**config.mk**
```make
export PLATFORM = sky130hd
export DESIGN_NAME = scytale_decryption
export DESIGN_NICKNAME = d
export VERILOG_FILES = /design/src/rtl/decryption_pkg.sv /design/src/rtl/scytale_char_buffer.sv /design/src/rtl/scytale_decryption.sv
export SDC_FILE = /design/constraint.sdc
export NUM_CORES = 1
export LEC_CHECK = 0
export BUFFER_PORTS_ARGS = -buffer_cell sky130_fd_sc_hd__buf_2
export CAP_MARGIN = 25
export CORE_UTILIZATION = 25
export DETAILED_ROUTE_END_ITERATION = 7
export HOLD_SLACK_MARGIN = 0.12
export PLACE_DENSITY = 0.43
export SYNTH_ARGS = -nofsm -noshare
export SYNTH_HDL_FRONTEND = slang
export SYNTH_HIERARCHICAL = 1
export SYNTH_SLANG_ARGS = --single-unit
```
**constraint.sdc**
```tcl
create_clock -name clk -period 5.4 [get_ports clk]
set_input_delay 0.27 -clock clk [delete_from_list [all_inputs] [get_ports clk]]
set_output_delay 0.27 -clock clk [all_outputs]
set_load 0.1 [all_outputs]
```
**src/rtl/decryption_pkg.sv**
```systemverilog
// Shared constants, state type and index-step helper for the decryption engines.
// Scytale key checking is enabled by defining SCYTALE_KEY_CHECK_EN.
package decryption_pkg;

  localparam int D_WIDTH       = 8;
  localparam int KEY_WIDTH     = 8;
  localparam int MAX_NOF_CHARS = 50;
  localparam logic [D_WIDTH-1:0] START_DECRYPTION_TOKEN = 8'hFA;

  localparam int IDX_W  = $clog2(MAX_NOF_CHARS) + 1;
  localparam int ADDR_W = $clog2(MAX_NOF_CHARS);
  localparam int SUM_W  = ((IDX_W > KEY_WIDTH) ? IDX_W : KEY_WIDTH) + 1;

  typedef enum logic {COLLECT, EMIT} scy_state_t;

  // Column-wise read order. A zero column count behaves as one, and a column
  // count at or above the message length collapses to the length, which
  // yields the bytes in their original order.
  function automatic logic [IDX_W-1:0] scy_next_idx(
    input logic [IDX_W-1:0]     j,
    input logic [KEY_WIDTH-1:0] m,
    input logic [IDX_W-1:0]     len
  );
    logic [SUM_W-1:0] len_w;
    logic [SUM_W-1:0] step;
    logic [SUM_W-1:0] sum;
    logic [IDX_W-1:0] res;
    len_w = SUM_W'(len);
    step  = (m == '0) ? SUM_W'(1) : SUM_W'(m);
    if (step > len_w) begin
      step = len_w;
    end
    sum = SUM_W'(j) + step;
    if (sum < len_w) begin
      res = IDX_W'(sum);
    end else begin
      res = IDX_W'(sum - len_w + SUM_W'(1));
    end
    return res;
  endfunction

endpackage

```
**src/rtl/scytale_char_buffer.sv**
```systemverilog
// Character store for the scytale engine: synchronous write, combinational read.
// The write pointer lives in the parent.
module scytale_char_buffer #(
  parameter int WIDTH  = 8,
  parameter int DEPTH  = 50,
  parameter int ADDR_W = $clog2(DEPTH)
) (
  input  logic              clk,
  input  logic              we,
  input  logic [ADDR_W-1:0] waddr,
  input  logic [WIDTH-1:0]  wdata,
  input  logic [ADDR_W-1:0] raddr,
  output logic [WIDTH-1:0]  rdata
);

  logic [WIDTH-1:0] mem [DEPTH];

  always_ff @(posedge clk) begin
    if (we) begin
      mem[waddr] <= wdata;
    end
  end

  assign rdata = mem[raddr];

endmodule

```
**src/rtl/scytale_decryption.sv**
```systemverilog
// Scytale decryption engine: buffers ciphertext until the terminator, then emits it column-wise.
// Define SCYTALE_KEY_CHECK_EN to reject messages whose length does not match N*M (adds err_o).
module scytale_decryption
  import decryption_pkg::*;
(
  input  logic                 clk,
  input  logic                 rst_n,
  input  logic [D_WIDTH-1:0]   data_i,
  input  logic                 valid_i,
  input  logic [KEY_WIDTH-1:0] key_N,
  input  logic [KEY_WIDTH-1:0] key_M,
  output logic                 busy,
  output logic [D_WIDTH-1:0]   data_o,
  output logic                 valid_o
`ifdef SCYTALE_KEY_CHECK_EN
  ,
  output logic                 err_o
`endif
);

  scy_state_t state_reg, state_next;
  logic [IDX_W-1:0]     cnt_reg, cnt_next;
  logic [IDX_W-1:0]     len_reg, len_next;
  logic [IDX_W-1:0]     j_reg, j_next;
  logic [IDX_W-1:0]     k_reg, k_next;
  logic [KEY_WIDTH-1:0] m_reg, m_next;
  logic [D_WIDTH-1:0]   data_reg, data_next;
  logic                 valid_reg, valid_next;
  logic                 busy_reg, busy_next;

  logic                 we;
  logic [ADDR_W-1:0]    raddr;
  logic [D_WIDTH-1:0]   rdata;
  logic                 start_ok;

`ifdef SCYTALE_KEY_CHECK_EN
  logic                     ovf_reg, ovf_next;
  logic                     err_reg, err_next;
  logic [KEY_WIDTH-1:0]     m_in_eff;
  logic [2*KEY_WIDTH-1:0]   key_prod;

  assign m_in_eff = (key_M == '0) ? KEY_WIDTH'(1) : key_M;
  assign key_prod = (2*KEY_WIDTH)'(key_N) * (2*KEY_WIDTH)'(m_in_eff);
  assign start_ok = !ovf_reg && ((2*KEY_WIDTH)'(cnt_reg) == key_prod);
  assign err_o    = err_reg;
`else
  assign start_ok = 1'b1;
`endif

  // While collecting, the only read needed is byte 0 for the token cycle.
  assign raddr = (state_reg == EMIT) ? j_reg[ADDR_W-1:0] : '0;

  scytale_char_buffer #(
    .WIDTH (D_WIDTH),
    .DEPTH (MAX_NOF_CHARS),
    .ADDR_W(ADDR_W)
  ) u_buf (
    .clk  (clk),
    .we   (we),
    .waddr(cnt_reg[ADDR_W-1:0]),
    .wdata(data_i),
    .raddr(raddr),
    .rdata(rdata)
  );

  always_comb begin
    state_next = state_reg;
    cnt_next   = cnt_reg;
    len_next   = len_reg;
    j_next     = j_reg;
    k_next     = k_reg;
    m_next     = m_reg;
    data_next  = data_reg;
    valid_next = 1'b0;
    busy_next  = 1'b0;
    we         = 1'b0;
`ifdef SCYTALE_KEY_CHECK_EN
    ovf_next   = ovf_reg;
    err_next   = 1'b0;
`endif
    case (state_reg)
      COLLECT: begin
        if (valid_i) begin
          if (data_i != START_DECRYPTION_TOKEN) begin
            if (cnt_reg < IDX_W'(MAX_NOF_CHARS)) begin
              we       = 1'b1;
              cnt_next = cnt_reg + IDX_W'(1);
            end
`ifdef SCYTALE_KEY_CHECK_EN
            else begin
              ovf_next = 1'b1;
            end
`endif
          end else begin
            len_next = cnt_reg;
            m_next   = key_M;
            k_next   = IDX_W'(1);
`ifdef SCYTALE_KEY_CHECK_EN
            ovf_next = 1'b0;
`endif
            if (!start_ok) begin
              cnt_next = '0;
`ifdef SCYTALE_KEY_CHECK_EN
              err_next = 1'b1;
`endif
            end else if (cnt_reg != '0) begin
              // Byte 0 leaves on the token edge so output starts next cycle.
              state_next = EMIT;
              data_next  = rdata;
              valid_next = 1'b1;
              busy_next  = 1'b1;
              j_next     = scy_next_idx('0, key_M, cnt_reg);
            end
          end
        end
      end
      EMIT: begin
        if (k_reg == len_reg) begin
          state_next = COLLECT;
          cnt_next   = '0;
        end else begin
          data_next  = rdata;
          valid_next = 1'b1;
          busy_next  = 1'b1;
          k_next     = k_reg + IDX_W'(1);
          j_next     = scy_next_idx(j_reg, m_reg, len_reg);
        end
      end
      default: state_next = COLLECT;
    endcase
  end

  always_ff @(posedge clk or negedge rst_n) begin
    if (!rst_n) begin
      state_reg <= COLLECT;
      cnt_reg   <= '0;
      len_reg   <= '0;
      j_reg     <= '0;
      k_reg     <= '0;
      m_reg     <= '0;
      data_reg  <= '0;
      valid_reg <= 1'b0;
      busy_reg  <= 1'b0;
`ifdef SCYTALE_KEY_CHECK_EN
      ovf_reg   <= 1'b0;
      err_reg   <= 1'b0;
`endif
    end else begin
      state_reg <= state_next;
      cnt_reg   <= cnt_next;
      len_reg   <= len_next;
      j_reg     <= j_next;
      k_reg     <= k_next;
      m_reg     <= m_next;
      data_reg  <= data_next;
      valid_reg <= valid_next;
      busy_reg  <= busy_next;
`ifdef SCYTALE_KEY_CHECK_EN
      ovf_reg   <= ovf_next;
      err_reg   <= err_next;
`endif
    end
  end

  assign busy    = busy_reg;
  assign data_o  = data_reg;
  assign valid_o = valid_reg;

endmodule

```
Yosys cells after proc, flatten, opt, wreduce, memory -nomap -nowiden
Memories as Yosys holds them, arrays and structs flattened.
Cells that the tools add are included.
{"block": "word_totals", "reg_bits": 45, "latch_bits": 0, "ramBits": 400, "mem_bits_ro": 0, "inputBits": 27, "n_memories": 1}
{"memory": "u_buf.mem", "words": 50, "width": 8, "rd": 1, "rd_ports_with_merged_regs": 0, "write_ports": 1, "line_no": "scytale_char_buffer.sv:16", "rtl": "logic [WIDTH-1:0] mem [DEPTH];"}
{"block": "classes", "n_addsub": 7, "mul": 0, "div_mod_pow": 0, "n_lt_le_gt_ge": 5, "eq_ne": 9, "shifts": 0, "muxes": 43, "n_bitwise": 2, "n_reduce_logical": 7}
{"cell": "7-bit 2-to-1 mux", "count": 13}
{"cell": "8-bit 2-to-1 mux", "count": 8}
{"cell": "9-bit 2-to-1 mux", "count": 6}
{"cell": "7-bit one-hot mux with 2 select lines", "count": 3}
{"cell": "7-bit by 1-bit adder with 7-bit output (second input constant)", "count": 4}
{"cell": "9-bit by 7-bit < comparator with 1-bit output", "count": 2}
{"cell": "8-bit by 7-bit greater-than comparator with 1-bit output", "count": 2}
{"cell": "8-bit logical NOT", "count": 2}
{"cell": "8-bit one-hot mux with 2 select lines", "count": 1}
{"cell": "7-bit subtractor", "count": 2}
{"cell": "2-bit != test (second input constant)", "count": 6}
{"cell": "1-bit 2-to-1 mux", "count": 10}
{"cell": "7-bit by 9-bit adder with 9-bit output", "count": 1}
{"cell": "8-bit != test (second input constant)", "count": 1}
{"cell": "4-bit AND reduction", "count": 2}
{"cell": "7-bit == test", "count": 1}
{"cell": "7-bit by 6-bit < comparator with 1-bit output (second input constant)", "count": 1}
{"cell": "7-bit nonzero test", "count": 1}
{"cell": "6-bit 2-to-1 mux", "count": 1}
{"cell": "3-bit AND reduction", "count": 2}
{"cell": "2-bit by 1-bit != test with 1-bit output (second input constant)", "count": 1}
{"cell": "1-bit inverter", "count": 2}
{"cell": "1-bit one-hot mux with 2 select lines", "count": 1}

Depth between registers and ports, before layout
{"block": "depth", "word_depth": 15, "mapped_depth": 21}

Modules after synthesis
The synthesis kept the hierarchy.
{"module": "scytale_char_buffer", "instances": 1, "cells_per_inst": 897, "area_per_inst_um2": 15980.3, "seq_area_each_um2": 12011.5}
{"module": "scytale_decryption", "instances": 1, "cells_per_inst": 402, "area_per_inst_um2": 3782.4, "seq_area_each_um2": 1126.1}

Least setup slack after synthesis
No wires, ideal clock.
{"block": "synth_path", "path_type": "register to register", "from": "register m_reg[4]", "to": "register j_reg[2]", "setup_ps": 126, "arrival_ps": 4509, "slack_ps": 764, "path_stages_with_launch": 19, "path_buffers": 0, "synth_period_minus_slack_ps": 4636, "cell_sequence": "dfrtp_1 nor4_1 a21oi_1 ha_1 nand4_1 or3_1 o311ai_1 mux2_2 ha_1 a211oi_1 o21bai_1 a21oi_1 xnor2_1 ha_1 fa_1 a211oi_1 o221ai_2 nor3b_1 o32a_1"}
{"block": "synth_via", "elab_chain_cells": 12}
{"element": "start: declaration", "line_no": "scytale_decryption.sv:26", "rtl": "logic [KEY_WIDTH-1:0] m_reg, m_next;"}
{"element": "start signal: assignment", "line_no": "scytale_decryption.sv:154", "rtl": "m_reg <= m_next;"}
{"element": "8-bit logical NOT", "line_no": "decryption_pkg.sv:29", "rtl": "step = (m == '0) ? SUM_W'(1) : SUM_W'(m);"}
{"element": "8-bit 2-to-1 mux (*)", "line_no": "decryption_pkg.sv:29"}
{"element": "8-bit by 7-bit greater-than comparator with 1-bit output", "line_no": "decryption_pkg.sv:30", "rtl": "if (step > len_w) begin"}
{"element": "8-bit 2-to-1 mux (*)", "line_no": "decryption_pkg.sv:30"}
{"element": "9-bit 2-to-1 mux (*)", "line_no": "scytale_decryption.sv:118", "rtl": "if (k_reg == len_reg) begin"}
{"element": "9-bit 2-to-1 mux (*)", "line_no": "scytale_decryption.sv:81", "rtl": "case (state_reg)"}
{"element": "7-bit by 9-bit adder with 9-bit output (*)", "line_no": "decryption_pkg.sv:33", "rtl": "sum = SUM_W'(j) + step;"}
{"element": "7-bit subtractor", "line_no": "decryption_pkg.sv:37", "rtl": "res = IDX_W'(sum - len_w + SUM_W'(1));"}
{"element": "7-bit by 1-bit adder with 7-bit output", "line_no": "decryption_pkg.sv:37"}
{"element": "7-bit 2-to-1 mux (*)", "line_no": "decryption_pkg.sv:34", "rtl": "if (sum < len_w) begin"}
{"element": "7-bit 2-to-1 mux (*)", "line_no": "scytale_decryption.sv:118"}
{"element": "7-bit one-hot mux with 2 select lines (*)", "line_no": "scytale_decryption.sv:81"}
{"element": "end signal: assignment", "line_no": "scytale_decryption.sv:152", "rtl": "j_reg <= j_next;"}
{"element": "end: declaration", "line_no": "scytale_decryption.sv:24", "rtl": "logic [IDX_W-1:0] j_reg, j_next;"}
Every way passes the cells marked *; elsewhere a longest branch is shown, timed or not. The select of a mux whose other input is x is not followed.
A chain may end at the register's enable or synchronous reset.

Worst setup path in the final report
Ends and elaborated chain as after synthesis.

==> flow_summary.rst <==
.. list-table::
   :header-rows: 1

   * - Metric
     - Value
   * - Worst hold path type
     - primary input to flop
   * - Total iterations of the first detailed-routing run
     - 5
   * - Biggest area contributors in the synthesized netlist
     - edfxtp_1, mux2i_1, dfrtp_1
   * - Internal reg-to-reg setup slack
     - 0.41 ns
   * - Required time at the worst-slack endpoint
     - 5.86 ns
   * - Drc violations
     - 0
   * - Setup-violating endpoint count in the final report
     - 0
   * - Number of sinks on the clock net
     - ~450
   * - Yosys top cell area share
     - 0.6078
   * - Sum Neg Setup Slack
     - 0 ns
   * - Global Route Usage Sum
     - 0.1319
   * - Clock slew at the register clock pins of the worst setup and hold paths
     - 0.07 ns
   * - Share of final-layout standard cells stronger than drive strength 1
     - 0.1509
   * - Number of flip-flops under the largest register name
     - 400
   * - Max Cap Violations
     - 0
   * - Ratio of routed vias to standard cells
     - 4.565
   * - Number of pins exceeding their max-slew limit in the final report
     - 0
   * - CTS tree
     - done
   * - Syn. warnings
     - 6
   * - Worst IR Drop VDD
     - 253.2 uV
   * - Row Count
     - 102
   * - Unique masters post-synth
     - 65
   * - Dominant register cell in the synthesized netlist
     - edfxtp_1
   * - Highest-count cells in the layout ignoring fill and taps
     - edfxtp_1, mux2i_1, nor2_1
   * - Number of instances in the synthesized netlist
     - 1299
   * - Sequential Power Share
     - 0.326
   * - Wire length of the first global-routing pass
     - ~80 mm
   * - Clock latency of the later-clocked register in the worst-skew pair
     - 0.60 ns
   * - Final nets
     - 1455
   * - Total setup buffers inserted after CTS
     - 0
   * - Die span in y
     - 283.2 um
   * - GPL Wtd Cong
     - 0.7982
   * - Initial detailed-routing violation count
     - between 600 and 700
   * - Post-cts resize count
     - 0
   * - Final clock period utilization by the worst path
     - 0.9237
   * - Total nets after synthesis
     - 1386
   * - Count of endpoints failing hold in the final timing report
     - 0
   * - Worst path arrival time
     - between 5 and 6 ns
   * - Power per unit of standard cell area
     - ~540 nW/um2
   * - Leading area contributor after synthesis
     - edfxtp_1
   * - Antenna-violating nets left
     - 0
   * - H-Tree Level Count
     - 2
   * - Total routed wirelength
     - 53.32 mm
   * - Total global routing overflow
     - 0
   * - DIE WIDTH
     - 283.2 um
   * - Half-perimeter wire length after detailed placement
     - 35.44 mm
   * - Instance count after placement with tap cells included
     - 2345
   * - Proportion of power drawn by combinational gates
     - 0.411
   * - Sw power
     - approximately 4.8 mW
   * - Number of antenna violations at the first check in global routing
     - 0
   * - Cell chosen for the clock root
     - clkbuf_16
   * - Average instance area after synthesis
     - 15.21 um2
   * - Critical Setup Path Class
     - flop to flop
   * - Slew Limit Headroom
     - 0.3048
   * - RSZ-0062 raised after global routing
     - false
   * - Worst setup EP type
     - flop
   * - Slew at the pin closest to its max-slew limit
     - 1.035 ns
   * - Leakage power
     - ~7.9 nW
   * - Core region area
     - 77850 um2
   * - Share of synthesized flip-flops with an asynchronous set or reset
     - 0.1011
   * - Status
     - completed
   * - Number of synthesized register bits
     - between 400 and 500
   * - Timing-limited maximum frequency
     - 200.5 MHz
   * - Minimum hold slack
     - 0.2672 ns
   * - Port Buffers
     - 28
   * - Most frequent standard cell in the layout excluding fill and tap cells
     - edfxtp_1
   * - Finished Layout Cells
     - 2446
   * - Layout-stage area growth over the synthesis result
     - 15.54%
   * - Final Critical Period
     - roughly 5.0 ns
   * - Internal power component
     - 7.588 mW
   * - Via count
     - 11170
   * - Worst-case clock buffer depth
     - 3
   * - Total die area
     - roughly 80000 um2
   * - Total standard cell area after synthesis
     - a little under 20000 um2
   * - Share of power burned in the clock network
     - 0.262
   * - Number of flops mapped to enable cells by yosys
     - 400
   * - CP Launch Type
     - flop
   * - Final routed wire length divided by cell count
     - 21.80 um
   * - Initial cell density of the core
     - 0.2539
   * - Number of global-route vias before repair
     - 11620
   * - Final setup skew
     - 0.03101 ns
   * - Fraction of power spent switching nets
     - 0.3853
   * - Share of the yosys chip area belonging to registers
     - 0.6648
   * - Top-Level Pins
     - 37
   * - Largest net degree at the start of global routing
     - around 50
   * - Hold buffer count at CTS
     - 9
   * - Crit path max fanout
     - 5
   * - Number of buffers created by CTS
     - 51
-- per-stage QoR --
stage / setup slack (ns) / util / power [mW] / cell area (um2)
after floorplan: 0.7645 / - / 7.662 / 19760
after global placement: 0.4307 / 0.2719 / 9.162 / 21170
after detailed placement: 0.4545 / 0.2719 / 9.199 / 21170
after CTS: 0.4105 / 0.2931 / 12.49 / 22820
after global routing: 0.1306 / 0.2933 / 13.00 / 22830
final: 0.4120 / 0.2933 / 12.34 / 22830
-- per-layer routing --
metal	up-vias	routed length (um)	global-route usage
met5	-	0	0
met4	0	1292	0.04392
met3	74	2833	0.02681
met2	249	24640	0.2085
met1	5692	24550	0.1798
li1	5152	-	-
-- power groups by stage --
| stage | Clock (mW) | Combinational (mW) | Sequential [mW] |
|---|---|---|---|
| floorplan | 0 | 3.35 | 4.32 |
| global placement | 0 | 5.06 | 4.10 |
| detailed placement | 0 | 5.10 | 4.10 |
| CTS | 3.35 | 5.12 | 4.03 |
| global route | 3.46 | 5.49 | 4.04 |
| finish | 3.24 | 5.08 | 4.03 |
-- worst max-delay path, stage by stage (launching register included) --
cell and delay (ns):
dfrtp_1 0.42, nor4_1 0.28, a21oi_1 0.14, ha_1 0.30, nand4_1 0.06, or3_1 0.31
o311ai_1 0.23, mux2_2 0.44, ha_1 0.30, a211oi_1 0.26, o21bai_1 0.11, a21oi_1 0.26
xnor2_1 0.14, ha_1 0.21, fa_1 0.38, a211oi_1 0.23, o221ai_2 0.23, nor3b_1 0.19
o32a_1 0.35
-- cell usage after synthesis (22+ instances only) --
library cell and n:
xnor2_1 22, a22oi_1 31, mux4_2 28, mux2i_1 160, inv_1 37, a21oi_1 33
clkbuf_1 29, mux2_2 28, nand2_1 82, ha_1 53, edfxtp_1 400, dfrtp_1 45
nor2_1 86, nor3_1 31
-- worst paths after layout --
path | endpoint | cells past startpoint | from
min reg2reg | data_o[6]$_DFFE_PN0P_ | 2 | data_o[6]$_DFFE_PN0P_
max in group asynchronous | busy$_DFF_PN0_ | 3 | rst_n
max | j_reg[2]$_DFFE_PN0P_ | 18 | m_reg[4]$_DFFE_PN0P_
min | cnt_reg[1]$_DFFE_PN0P_ | 4 | valid_i
max reg2reg | j_reg[2]$_DFFE_PN0P_ | 18 | m_reg[4]$_DFFE_PN0P_
min in group asynchronous | k_reg[1]$_DFFE_PN0P_ | 3 | rst_n
-- area by class of cell --
type                       instances  area (um2)
fill                            7880       55020
antenna                            1       2.502
multi-input combinational        754        6132
tap                             1040        1301
clock inverter                    28       206.4
inverter                          37       138.9
timing repair buffer              79       565.5
clock buffer                      62        1349
sequential                       445       13140
-- logic make-up after synthesis --
| logic type | Yosys count | synth area share |
|---|---|---|
| AOI/OAI and AO/OA | 160 | 0.05780 |
| xor gates and xnor gates | 28 | 0.01241 |
| adders and majority gates | 60 | 0.04065 |
| buffers and inverters | 100 | 0.02539 |
| DFF | 445 | 0.6648 |
| muxes | 217 | 0.1297 |
| and+or+nand+nor | 289 | 0.06933 |
(Power assumes the default switching activity.)
